--- src/rtl/reg_access_sequencer_if.sv ---
// Bundle of the command/response handshake and the register_bank port
// seen by reg_access_sequencer.
//
//   cmd_valid / cmd_ready      command handshake (accept when both are 1)
//   cmd_op, cmd_src, cmd_dst,  command fields: 00 READ, 01 WRITE, 10 MOVE,
//   cmd_data                   11 SWAP; source/destination selectors, data
//   rsp_valid / rsp_data       one-cycle completion pulse and its data
//   rb_selector, rb_in_data,   drive side of the register_bank
//   rb_write_en, rb_read_en
//   rb_out_data                register_bank read data (one cycle latency)
//
// slave  : the sequencer side.
// master : the command issuer / register_bank side.
interface reg_access_sequencer_if #(
    parameter int DATA_W = 8,
    parameter int SEL_W  = 3
);
    logic              cmd_valid;
    logic              cmd_ready;
    logic [1:0]        cmd_op;
    logic [SEL_W-1:0]  cmd_src;
    logic [SEL_W-1:0]  cmd_dst;
    logic [DATA_W-1:0] cmd_data;
    logic              rsp_valid;
    logic [DATA_W-1:0] rsp_data;
    logic [SEL_W-1:0]  rb_selector;
    logic [DATA_W-1:0] rb_in_data;
    logic              rb_write_en;
    logic              rb_read_en;
    logic [DATA_W-1:0] rb_out_data;

    modport slave (
        input  cmd_valid, cmd_op, cmd_src, cmd_dst, cmd_data, rb_out_data,
        output cmd_ready, rsp_valid, rsp_data,
               rb_selector, rb_in_data, rb_write_en, rb_read_en
    );

    modport master (
        output cmd_valid, cmd_op, cmd_src, cmd_dst, cmd_data, rb_out_data,
        input  cmd_ready, rsp_valid, rsp_data,
               rb_selector, rb_in_data, rb_write_en, rb_read_en
    );
endinterface

--- src/rtl/reg_access_sequencer.sv ---
// Sequences READ / WRITE / MOVE / SWAP commands onto a single-port
// register_bank. One command in flight at a time; a one-cycle rsp_valid
// pulse marks completion.
//
// Ports:
//   clk    rising-edge clock
//   rst_n  asynchronous active-low reset
//   bus    reg_access_sequencer_if.slave (command, response, bank port)
//
// state  | meaning
// -------+----------------------------------------------------------
// IDLE   | cmd_ready=1, waiting for a command
// RD_A   | read_en on src
// CAP_A  | bank data for src captured into tmp_a on exit
// RD_B   | read_en on dst (SWAP only)
// CAP_B  | bank data for dst captured into tmp_b on exit (SWAP only)
// WR_A   | write dst with tmp_a (cmd_data for WRITE)
// WR_B   | write src with tmp_b (SWAP only)
// DONE   | rsp_valid pulse, always returns to IDLE
module reg_access_sequencer #(
    parameter int DATA_W = 8,
    parameter int SEL_W  = 3
) (
    input  logic                  clk,
    input  logic                  rst_n,
    reg_access_sequencer_if.slave bus
);

    localparam logic [2:0] IDLE  = 3'd0;
    localparam logic [2:0] RD_A  = 3'd1;
    localparam logic [2:0] CAP_A = 3'd2;
    localparam logic [2:0] RD_B  = 3'd3;
    localparam logic [2:0] CAP_B = 3'd4;
    localparam logic [2:0] WR_A  = 3'd5;
    localparam logic [2:0] WR_B  = 3'd6;
    localparam logic [2:0] DONE  = 3'd7;

    localparam logic [1:0] OP_READ  = 2'b00;
    localparam logic [1:0] OP_WRITE = 2'b01;
    localparam logic [1:0] OP_MOVE  = 2'b10;
    localparam logic [1:0] OP_SWAP  = 2'b11;

    logic [2:0]        state_q, state_d;
    logic [1:0]        op_q, op_d;
    logic [SEL_W-1:0]  src_q, src_d;
    logic [SEL_W-1:0]  dst_q, dst_d;
    logic [DATA_W-1:0] data_q, data_d;
    logic [DATA_W-1:0] tmp_a_q, tmp_a_d;
    logic [DATA_W-1:0] tmp_b_q, tmp_b_d;

    always_ff @(posedge clk or negedge rst_n) begin
        if (!rst_n) begin
            state_q <= IDLE;
            op_q    <= '0;
            src_q   <= '0;
            dst_q   <= '0;
            data_q  <= '0;
            tmp_a_q <= '0;
            tmp_b_q <= '0;
        end else begin
            state_q <= state_d;
            op_q    <= op_d;
            src_q   <= src_d;
            dst_q   <= dst_d;
            data_q  <= data_d;
            tmp_a_q <= tmp_a_d;
            tmp_b_q <= tmp_b_d;
        end
    end

    always_comb begin
        state_d = state_q;
        op_d    = op_q;
        src_d   = src_q;
        dst_d   = dst_q;
        data_d  = data_q;
        tmp_a_d = tmp_a_q;
        tmp_b_d = tmp_b_q;
        case (state_q)
            IDLE: begin
                if (bus.cmd_valid) begin
                    op_d    = bus.cmd_op;
                    src_d   = bus.cmd_src;
                    dst_d   = bus.cmd_dst;
                    data_d  = bus.cmd_data;
                    state_d = (bus.cmd_op == OP_WRITE) ? WR_A : RD_A;
                end
            end
            RD_A: state_d = CAP_A;
            CAP_A: begin
                tmp_a_d = bus.rb_out_data;
                case (op_q)
                    OP_MOVE: state_d = WR_A;
                    OP_SWAP: state_d = RD_B;
                    default: state_d = DONE;
                endcase
            end
            RD_B: state_d = CAP_B;
            CAP_B: begin
                tmp_b_d = bus.rb_out_data;
                state_d = WR_A;
            end
            WR_A: state_d = (op_q == OP_SWAP) ? WR_B : DONE;
            WR_B: state_d = DONE;
            DONE: state_d = IDLE;
            default: state_d = IDLE;
        endcase
    end

    // Moore outputs. cmd_ready is gated by rst_n so it reads 0 while reset
    // is held, even though the state register already sits in IDLE.
    always_comb begin
        bus.cmd_ready   = 1'b0;
        bus.rsp_valid   = 1'b0;
        bus.rsp_data    = '0;
        bus.rb_selector = '0;
        bus.rb_in_data  = '0;
        bus.rb_write_en = 1'b0;
        bus.rb_read_en  = 1'b0;
        case (state_q)
            IDLE: bus.cmd_ready = rst_n;
            RD_A: begin
                bus.rb_read_en  = 1'b1;
                bus.rb_selector = src_q;
            end
            RD_B: begin
                bus.rb_read_en  = 1'b1;
                bus.rb_selector = dst_q;
            end
            WR_A: begin
                bus.rb_write_en = 1'b1;
                bus.rb_selector = dst_q;
                bus.rb_in_data  = (op_q == OP_WRITE) ? data_q : tmp_a_q;
            end
            WR_B: begin
                bus.rb_write_en = 1'b1;
                bus.rb_selector = src_q;
                bus.rb_in_data  = tmp_b_q;
            end
            DONE: begin
                bus.rsp_valid = 1'b1;
                // READ/MOVE/SWAP all report the value originally read from src.
                bus.rsp_data  = (op_q == OP_WRITE) ? data_q : tmp_a_q;
            end
            default: ;
        endcase
    end

endmodule

--- src/flat_wrapper.sv ---
// flat-port wrapper written by rule: the top's interface ports become plain ports
module reg_access_sequencer_flat 
#(
    parameter int DATA_W = 8,
    parameter int SEL_W  = 3
)
  (clk, rst_n, bus_cmd_valid, bus_cmd_op, bus_cmd_src, bus_cmd_dst, bus_cmd_data, bus_rb_out_data, bus_cmd_ready, bus_rsp_valid, bus_rsp_data, bus_rb_selector, bus_rb_in_data, bus_rb_write_en, bus_rb_read_en);
  reg_access_sequencer_if #(.DATA_W(DATA_W), .SEL_W(SEL_W)) bus_i ();
  input  logic clk;
  input  logic rst_n;
  input wire logic [$bits(bus_i.cmd_valid)-1:0] bus_cmd_valid;
  input wire logic [$bits(bus_i.cmd_op)-1:0] bus_cmd_op;
  input wire logic [$bits(bus_i.cmd_src)-1:0] bus_cmd_src;
  input wire logic [$bits(bus_i.cmd_dst)-1:0] bus_cmd_dst;
  input wire logic [$bits(bus_i.cmd_data)-1:0] bus_cmd_data;
  input wire logic [$bits(bus_i.rb_out_data)-1:0] bus_rb_out_data;
  output wire logic [$bits(bus_i.cmd_ready)-1:0] bus_cmd_ready;
  output wire logic [$bits(bus_i.rsp_valid)-1:0] bus_rsp_valid;
  output wire logic [$bits(bus_i.rsp_data)-1:0] bus_rsp_data;
  output wire logic [$bits(bus_i.rb_selector)-1:0] bus_rb_selector;
  output wire logic [$bits(bus_i.rb_in_data)-1:0] bus_rb_in_data;
  output wire logic [$bits(bus_i.rb_write_en)-1:0] bus_rb_write_en;
  output wire logic [$bits(bus_i.rb_read_en)-1:0] bus_rb_read_en;
  assign bus_i.cmd_valid = bus_cmd_valid;
  assign bus_i.cmd_op = bus_cmd_op;
  assign bus_i.cmd_src = bus_cmd_src;
  assign bus_i.cmd_dst = bus_cmd_dst;
  assign bus_i.cmd_data = bus_cmd_data;
  assign bus_i.rb_out_data = bus_rb_out_data;
  assign bus_cmd_ready = bus_i.cmd_ready;
  assign bus_rsp_valid = bus_i.rsp_valid;
  assign bus_rsp_data = bus_i.rsp_data;
  assign bus_rb_selector = bus_i.rb_selector;
  assign bus_rb_in_data = bus_i.rb_in_data;
  assign bus_rb_write_en = bus_i.rb_write_en;
  assign bus_rb_read_en = bus_i.rb_read_en;
  reg_access_sequencer #(.DATA_W(DATA_W), .SEL_W(SEL_W)) u_core (.clk(clk), .rst_n(rst_n), .bus(bus_i));
endmodule
--- config.mk ---
export PLATFORM = sky130hd
export DESIGN_NAME = reg_access_sequencer_flat
export DESIGN_NICKNAME = d
export VERILOG_FILES = /design/src/rtl/reg_access_sequencer_if.sv /design/src/rtl/reg_access_sequencer.sv /design/src/flat_wrapper.sv
export SDC_FILE = /design/constraint.sdc
export NUM_CORES = 1
export LEC_CHECK = 0
export BUFFER_PORTS_ARGS = -buffer_cell sky130_fd_sc_hd__buf_2
export CAP_MARGIN = 20
export CORE_AREA = 2 2 63 65
export CTS_CLUSTER_DIAMETER = 200
export DETAILED_ROUTE_END_ITERATION = 10
export DIE_AREA = 0 0 65 67
export GPL_TIMING_DRIVEN = 0
export PLACE_DENSITY = 0.75
export SETUP_SLACK_MARGIN = 0.4
export SLEW_MARGIN = 20
export SYNTH_ARGS = -nofsm -noshare
export SYNTH_HDL_FRONTEND = slang
export SYNTH_SLANG_ARGS = --single-unit
--- constraint.sdc ---
create_clock -name clk -period 2.1 [get_ports clk]
set_input_delay 0.42 -clock clk [delete_from_list [all_inputs] [get_ports clk]]
set_output_delay 0.42 -clock clk [all_outputs]
set_load 0.03 [all_outputs]
After elaboration in Yosys (flattened, before gate mapping)
Cells that the tools add are included.
{"block": "classes", "eq_ne": 12, "muxes": 13, "n_reduce_logical": 6}
{"operator": "$pmux 3 s8", "n": 1}
{"operator": "$mux 8", "n": 2}
{"operator": "$pmux 8 s2", "n": 1}
{"operator": "$eq 3x3->1 const B", "n": 4}
{"operator": "$pmux 3 s2", "n": 2}
{"operator": "$reduce_or 2->1", "n": 4}
{"operator": "$eq 3x2->1 const B", "n": 2}
{"operator": "$mux 3", "n": 2}
{"operator": "$mux 1", "n": 5}
{"operator": "$eq 2x1->1 const B", "n": 2}
{"operator": "$eq 2x2->1 const B", "n": 2}
{"operator": "$eq 3x1->1 const B", "n": 1}
{"operator": "$logic_not 3->1", "n": 1}
{"operator": "$ne 2x2->1 const B", "n": 1}
{"operator": "$reduce_and 2->1", "n": 1}
{"block": "totals", "out_inout_bits": 23, "ff_bits": 35, "elab_cells": 38, "input_bits": 27}

Longest topological paths before layout
Gate-level depths: netlist of the first run.
{"block": "depth", "depth_word": 4, "mapped_depth": 6, "mapped_depth_nobuf": 3}

Least setup slack after synthesis of the first run
OpenSTA, ideal clock, no wires.
{"block": "synth_timing", "path_type": "reg2out", "from": "register u_core.state_q[0]", "to": "output bus_rb_selector[0]", "required_time_ns": 1.680, "stages_incl_launch_ff": 5, "setup_slack_ns": 0.001, "arrival_ns": 1.679, "path_buffers": 1, "cell_sequence": "dfrtp_1 > buf_6 > nor2b_1 > a22oi_1 > o22ai_1"}
{"block": "synth_via", "elab_chain_cells": 3, "elab_cells_between_ends": 7, "cone_classes": "eq/ne: 4; mux: 1; reduce/logical: 2"}
{"element": "start, declared", "line": "reg_access_sequencer.sv:43", "source": "logic [2:0] state_q, state_d;"}
{"element": "start signal, assigned", "line": "reg_access_sequencer.sv:61", "source": "state_q <= state_d;"}
{"element": "$eq 3x1->1, or another cell as far along", "line": "reg_access_sequencer.sv:120", "source": "case (state_q)"}
{"element": "$reduce_or 2->1 (no source line)"}
{"element": "$pmux 3 s2 (*)", "line": "reg_access_sequencer.sv:120"}
{"element": "end, declared", "line": "flat_wrapper.sv:20", "source": "output wire logic [$bits(bus_i.rb_selector)-1:0] bus_rb_selector;"}
Mark *: on every way between the ends. The rest lies on a longest branch, timed or not.

Worst setup path in the final report of the first run
{"block": "layout_timing", "from": "register u_core.op_q[0]", "to": "output bus_rsp_data[4]"}
{"block": "layout_via", "elab_chain_cells": 3}
{"element": "start, declared", "line": "reg_access_sequencer.sv:44", "source": "logic [1:0] op_q, op_d;"}
{"element": "start signal, assigned", "line": "reg_access_sequencer.sv:62", "source": "op_q <= op_d;"}
{"element": "$eq 2x1->1", "line": "reg_access_sequencer.sv:143", "source": "bus.rsp_data = (op_q == OP_WRITE) ? data_q : tmp_a_q;"}
{"element": "$mux 8", "line": "reg_access_sequencer.sv:143"}
{"element": "$mux 8", "line": "reg_access_sequencer.sv:120"}
{"element": "end, declared", "line": "flat_wrapper.sv:19", "source": "output wire logic [$bits(bus_i.rsp_data)-1:0] bus_rsp_data;"}
Every way passes these cells.

==> results of run 1 <==
-- worst max path at each step --
stage,from,end,slack (ns),depth (start not counted)
after floorplan,u_core.state_q[2]$_DFFE_PN0P_,bus_rb_in_data[0],0.27,3
after global routing,u_core.op_q[0]$_DFFE_PN0P_,bus_rsp_data[4],0.12,5
final,u_core.op_q[0]$_DFFE_PN0P_,bus_rsp_data[4],0.15,5
after CTS,u_core.op_q[1]$_DFFE_PN0P_,bus_rb_in_data[2],0.20,5
after detailed placement,u_core.state_q[2]$_DFFE_PN0P_,bus_rsp_data[5],0.07,4
after global placement,u_core.state_q[2]$_DFFE_PN0P_,bus_rsp_data[5],0.11,4
-- per-layer routing --
metal | track usage (%) | wire [um] | vias up
met5 | 0 | 0 | -
li1 | - | - | 665
met4 | 13.0 | 138 | 0
met2 | 41.8 | 2830 | 65
met1 | 27.9 | 2080 | 765
met3 | 6.59 | 345 | 15
-- registers in the layout, indices dropped and copies added, names as in the netlist --
signal	count
u_core.tmp_b_q	8
u_core.tmp_a_q	8
u_core.src_q	3
u_core.dst_q	3
u_core.data_q	8
u_core.state_q	3
u_core.op_q	2
-- repair_timing --
item                       4_1_cts  5_1_grt
resized for setup               64       23
pin swaps                       12        9
cloned                           2        1
setup endpoints to repair       22       40
setup buffers                   13        6
-- area by class of cell --
class                      instances  area [um^2]
sequential                        35          877
inverter                           4         18.8
clock buffer                       5         68.8
multi-input combinational         98         1010
buffer                             8          114
fill                             229          853
timing repair buffer              70          556
tap                               48         60.1
clock inverter                     3         43.8
-- cell usage in the layout (no fill, tap or decap), types with 2 or more instances in the layout --
| cell | count |
|---|---|
| buf_4 | 24 |
| dfrtp_1 | 34 |
| nand2b_4 | 2 |
| nand3_4 | 3 |
| mux2i_4 | 5 |
| mux2_4 | 10 |
| o21ai_0 | 4 |
| nand2_1 | 8 |
| mux2_2 | 22 |
| clkbuf_8 | 5 |
| buf_2 | 30 |
| buf_6 | 17 |
| o22ai_2 | 2 |
| mux2i_2 | 3 |
| inv_1 | 2 |
| mux2i_1 | 3 |
| o21ai_2 | 7 |
| nor2_1 | 8 |
| a21oi_1 | 2 |
| nor2b_4 | 2 |
| buf_12 | 4 |
| a22oi_2 | 2 |
-- power groups by stage --
stage               registers, mW  clock network, mW  logic (mW)
floorplan                    1.17                  0        1.55
global placement             1.22                  0        1.93
detailed placement           1.25                  0        1.99
CTS                          1.27              0.614        2.77
global route                 1.36              0.647        3.27
finish                       1.33              0.608        3.12
-- cells by family after synthesis --
group / after synthesis / synth area share, %
muxes: 43 / 28.8
DFF: 35 / 49.6
and+or+nand+nor: 33 / 10.2
AOI/OAI and AO/OA: 21 / 6.73
buffers and inverters: 12 / 4.74
-- metrics by stage --
stage          instances  utilization, %  total power [mW]
3_3_place_gp         241            58.1              3.15
2_1_floorplan        144               -              2.73
5_1_grt              271            76.3              5.28
4_1_cts              264            71.8              4.66
3_5_place_dp         241            58.1              3.24
6_report             271            76.3              5.06
-- worst max-delay path, cell delays in order, from the launching register on --
cell and delay (ns):
dfrtp_1 0.44, nand2b_4 0.10, buf_12 0.17, mux2i_2 0.27, nor2_1 0.07, buf_2 0.18
==> results_dict.tcl, run 1 <==
set metrics [dict create \
    powerDensity_nw_per_um2 1840 \
    dieArea_um2 4360 \
    ys.flop_type "dfrtp_1" \
    synth_edf_count 0 \
    drive_above_1_share_pct 68.6 \
    fin_skew_ns 0.00788 \
    hold_viol 0 \
    synth_cells 144 \
    pwr-share-comb_pct 61.7 \
    ctsLongestPathBuffers 2 \
    gp_congestion 0.809 \
    drc 0 \
    min_period_ns 1.95 \
    routedWlPerCell_um 19.9 \
    track_usage_pct 24.5 \
    power_leakage_nw 1.27 \
    synth-seq-area-share_pct 49.6 \
    cts_buffers 5 \
    cts_tree "yes" \
    first_iter_violations 102 \
    synth.distinct_cells 30 \
    finalMaxSlewViolations 0 \
    grt_pass1_vias 1591 \
    hold_buffers 0 \
    yosys-top-cells-count "35 x dfrtp_1, 22 x mux2_2, 12 x o21ai_0" \
    status "completed" \
    clockPowerShare_pct 12.0 \
    power.share.sequential_pct 26.3 \
    fp.dieH_um 67 \
    wirelength_um 5400 \
    post_dp_cell_area_um2 2100 \
    clk_pin_slew_worst_paths_ns 0.08 \
    max-slew-margin-rel_pct 70.1 \
    min_period_over_period_pct 93.0 \
    cp_data_required_time_ns 1.68 \
    antenna_cells 0 \
    core_area_um2 3610 \
    switching_power_mw 2.11 \
    rsz0062_at_grt "yes" \
    intPower_mw 2.95 \
    cts_num_sinks 35 \
    die_width_um 65 \
    drt_pass1_iterations 4 \
    antenna_left 0 \
    worst_hold_slack_ns 0.0733 \
    layout.nets 249 \
    synth_area_leaders "dfrtp_1 50%, mux2_2 14%, mux2_4 8.5%" \
    fin_ws_ns 0.147 \
    setup_viol 0 \
    r2r-start "u_core.state_q[2]$_DFFE_PN0P_" \
    vias_per_cell 5.57 \
    grt_pass1_wl_um 7670 \
    num_vias 1510 \
    synth.ff_latch_count 35 \
    avgSynthCellArea_um2 12.3 \
    synth_area_um2 1770 \
    cp_max_fo 8 \
    min_path_type "input pin to asynchronous set/reset pin" \
    critical_path_class "register to output pin" \
    fmax_mhz 512 \
    rrSetupSlack_ns 0.36 \
    dp_hpwl_um 2850 \
    r2r_end "u_core.data_q[2]$_DFFE_PN0P_" \
    num_rows 22 \
    vdd_ir_drop_max_mv 0.899 \
    pre_cts_ws_ns 0.0726 \
    area_growth_pct 55.8 \
    crit_arrival_ns 1.53 \
    antenna_found_initial 0 \
    finalSetupTns_ns 0 \
    fin_area_um2 2750 \
    yosysMostFrequentCell "dfrtp_1" \
    cts-root-buf "clkbuf_8" \
    reg2reg_depth 7 \
    clk_latency_ns 0.29 \
    portBuffers 49 \
    cts_max_level 2 \
    power.share.switching_pct 41.7 \
    gr-total-overflow 0 \
    initial_core_util_pct 49.0 \
    synth_nets 171 \
    synth_top_area_share_pct 49.6 \
    cap_violations 0 \
    start_kind "register" \
    tightest_slew_ns 0.449 \
    pin_count 50 \
    synth_top_area_cell "dfrtp_1" \
    synthArstFlopShare_pct 100 \
    endpoint_kind "output pin" \
    grt_max_degree 37 \
    yosys_warnings 0 \
]
Note: power is estimated with default switching activity, not from simulation.
==> run 2, diff against run 1 <==
- CORE_AREA: 2 2 63 65 -> 2 2 62 64
- DIE_AREA: 0 0 65 67 -> 0 0 64 66
- PLACE_DENSITY: 0.75 -> 0.77
==> run 2 against run 1 <==
- register-to-register slack got worse by 0.02 ns
- the flow now finishes with violations (hold timing)
- clock power increased by 2%
- critical path type unchanged
- critical endpoint is now bus_rb_in_data[2]
- wire length decreased by 0.63%
- critical path depth unchanged
- count of clock-buffer cells in the layout increased by 1
- final cell count unchanged
- non-clock buffer count unchanged
- core utilization increased by 1.7 points
- final area increased by 0.64%
- combinational power about the same
==> results_dict.tcl, run 2 (same netlist as run 1, synthesis figures left out) <==
set metrics [dict create \
    reg_top3 "u_core.data_q: 8 flops, u_core.tmp_a_q: 8 flops, u_core.tmp_b_q: 8 flops" \
    area_growth_pct 56.8 \
    core_area_um2 3550 \
    ctsLongestPathBuffers 2 \
    track_usage_pct 25.0 \
    crit_slowest_cell "dfrtp_1" \
    fin_skew_ns 0.0203 \
    min_period_over_period_pct 98.6 \
    finalMaxSlewViolations 0 \
    portBuffers 49 \
    tightest_slew_ns 0.530 \
    drc 0 \
    violations "hold timing" \
    fill_cells 192 \
    status "complete, but fails checks" \
    critical_path_class "register to output pin" \
    num_rows 22 \
    hold_viol 2 \
    powerDensity_nw_per_um2 1840 \
    drt_pass1_iterations 4 \
    crit_arrival_ns 1.65 \
    grt_pass1_wl_um 7670 \
    grt_max_degree 37 \
    wirelength_um 5360 \
    antenna_left 0 \
    cp_data_required_time_ns 1.68 \
    vias_per_cell 5.57 \
    antenna_cells 0 \
    cp_max_fo 8 \
    initial_core_util_pct 49.8 \
    dp_hpwl_um 2880 \
    crit_chain "nand2b_4 > buf_12 > mux2i_4 > o21ai_2 > buf_4" \
    min_path_type "input pin to asynchronous set/reset pin" \
    grt_pass1_vias 1489 \
    final_common_cell "dfrtp_1" \
    finalSetupTns_ns 0 \
    cap_violations 0 \
    first_iter_violations 77 \
    min_period_ns 2.07 \
    dieArea_um2 4220 \
    rsz0062_at_grt "yes" \
    endpoint_kind "output pin" \
    gr-total-overflow 0 \
    cts_tree "yes" \
    cts_num_sinks 35 \
    clk_pin_slew_worst_paths_ns 0.12 \
    layout.nets 249 \
    setup_viol 0 \
    num_vias 1510 \
    max-slew-margin-rel_pct 64.7 \
    start_kind "register" \
    drive_above_1_share_pct 70.9 \
    pin_count 50 \
    cts-root-buf "clkbuf_4" \
    fmax_mhz 483 \
    routedWlPerCell_um 19.8 \
    cts_max_level 2 \
    antenna_found_initial 0 \
    crit_path_max_incr_delay_ns 0.43 \
    vdd_ir_drop_max_mv 1.04 \
    fp.dieH_um 66 \
    cts_buffers 5 \
    worst_hold_slack_ns -0.00582 \
    final_cell_mix "34 x dfrtp_1, 25 x buf_2, 24 x buf_4, 23 x buf_6, 19 x mux2_2" \
    die_width_um 64 \
    path_delay_family "flip-flops" \
    power_leakage_nw 1.27 \
    path_buf_inv 2 \
    gp_congestion 0.865 \
    clk_latency_ns 0.36 \
]
==> run 2: cell types whose count changed in the layout (fill, tap and decap cells not counted), moves of 3 or more <==
cell	previous run	this run
buf_2	30	25
buf_6	17	23
clkbuf_4	0	6
clkbuf_8	5	0
mux2_2	22	19
mux2_4	10	13
nor2_1	8	4
nor2_2	1	6
==> run 2: final cells by class <==
type	count	area [um^2]	share of cell area, %
clock buffers	6	41.3	1.49
well taps	48	60.1	2.17
inverters	4	18.8	0.678
plain buffers	8	111	4.02
repair buffers	70	556	20.1
clock inverters	2	60.1	2.17
multi-input cells	98	1050	37.8
flip-flops and latches	35	877	31.7
==> run 2: where the power goes <==
group | total [mW] | leakage, nW | internal, mW | switching [mW]
clock | 0.620 | 0.0525 | 0.372 | 0.248
sequential | 1.35 | 0.419 | 1.01 | 0.337
combinational | 3.13 | 0.794 | 1.61 | 1.52
==> run 2: final timing paths <==
path	from	end	slack [ns]	cells past startpoint
max	u_core.op_q[1]$_DFFE_PN0P_	bus_rb_in_data[2]	0.03	5
min	rst_n	u_core.data_q[3]$_DFFE_PN0P_	-0.006	1
max reg2reg	u_core.state_q[1]$_DFFE_PN0P_	u_core.src_q[2]$_DFFE_PN0P_	0.34	8
min reg2reg	u_core.tmp_b_q[7]$_DFFE_PN0P_	u_core.tmp_b_q[7]$_DFFE_PN0P_	0.53	1
max in group asynchronous	rst_n	u_core.state_q[2]$_DFFE_PN0P_	1.75	1
min in group clk	bus_cmd_data[1]	u_core.data_q[1]$_DFFE_PN0P_	0.29	2
==> run 2: metrics by stage <==
step | area (um^2) | utilization [%] | power, mW | std cells | setup WS (ns)
2_1_floorplan | 1790 | - | 2.73 | 144 | 0.269
3_3_place_gp | 2100 | 59.0 | 3.14 | 241 | 0.110
3_5_place_dp | 2100 | 59.0 | 3.24 | 241 | 0.0580
4_1_cts | 2550 | 71.9 | 4.61 | 263 | 0.140
5_1_grt | 2770 | 78.0 | 5.31 | 271 | 0.00351
6_report | 2770 | 78.0 | 5.10 | 271 | 0.0285
==> run 2: repair_timing <==
action | CTS | global route
pin swaps | 15 | 3
cloned | 0 | 2
setup endpoints to repair | 22 | 39
resized for setup | 69 | 39
buffers inserted | 14 | 6
hold buffers | 0 | 0
==> run 2: metal layers <==
metal / wire length, um / vias up / track usage (%)
li1: - / 671 / -
met1: 2050 / 762 / 29.2
met2: 2910 / 63 / 44.1
met3: 286 / 14 / 7.16
met4: 119 / 0 / 8.42
met5: 0 / - / 0
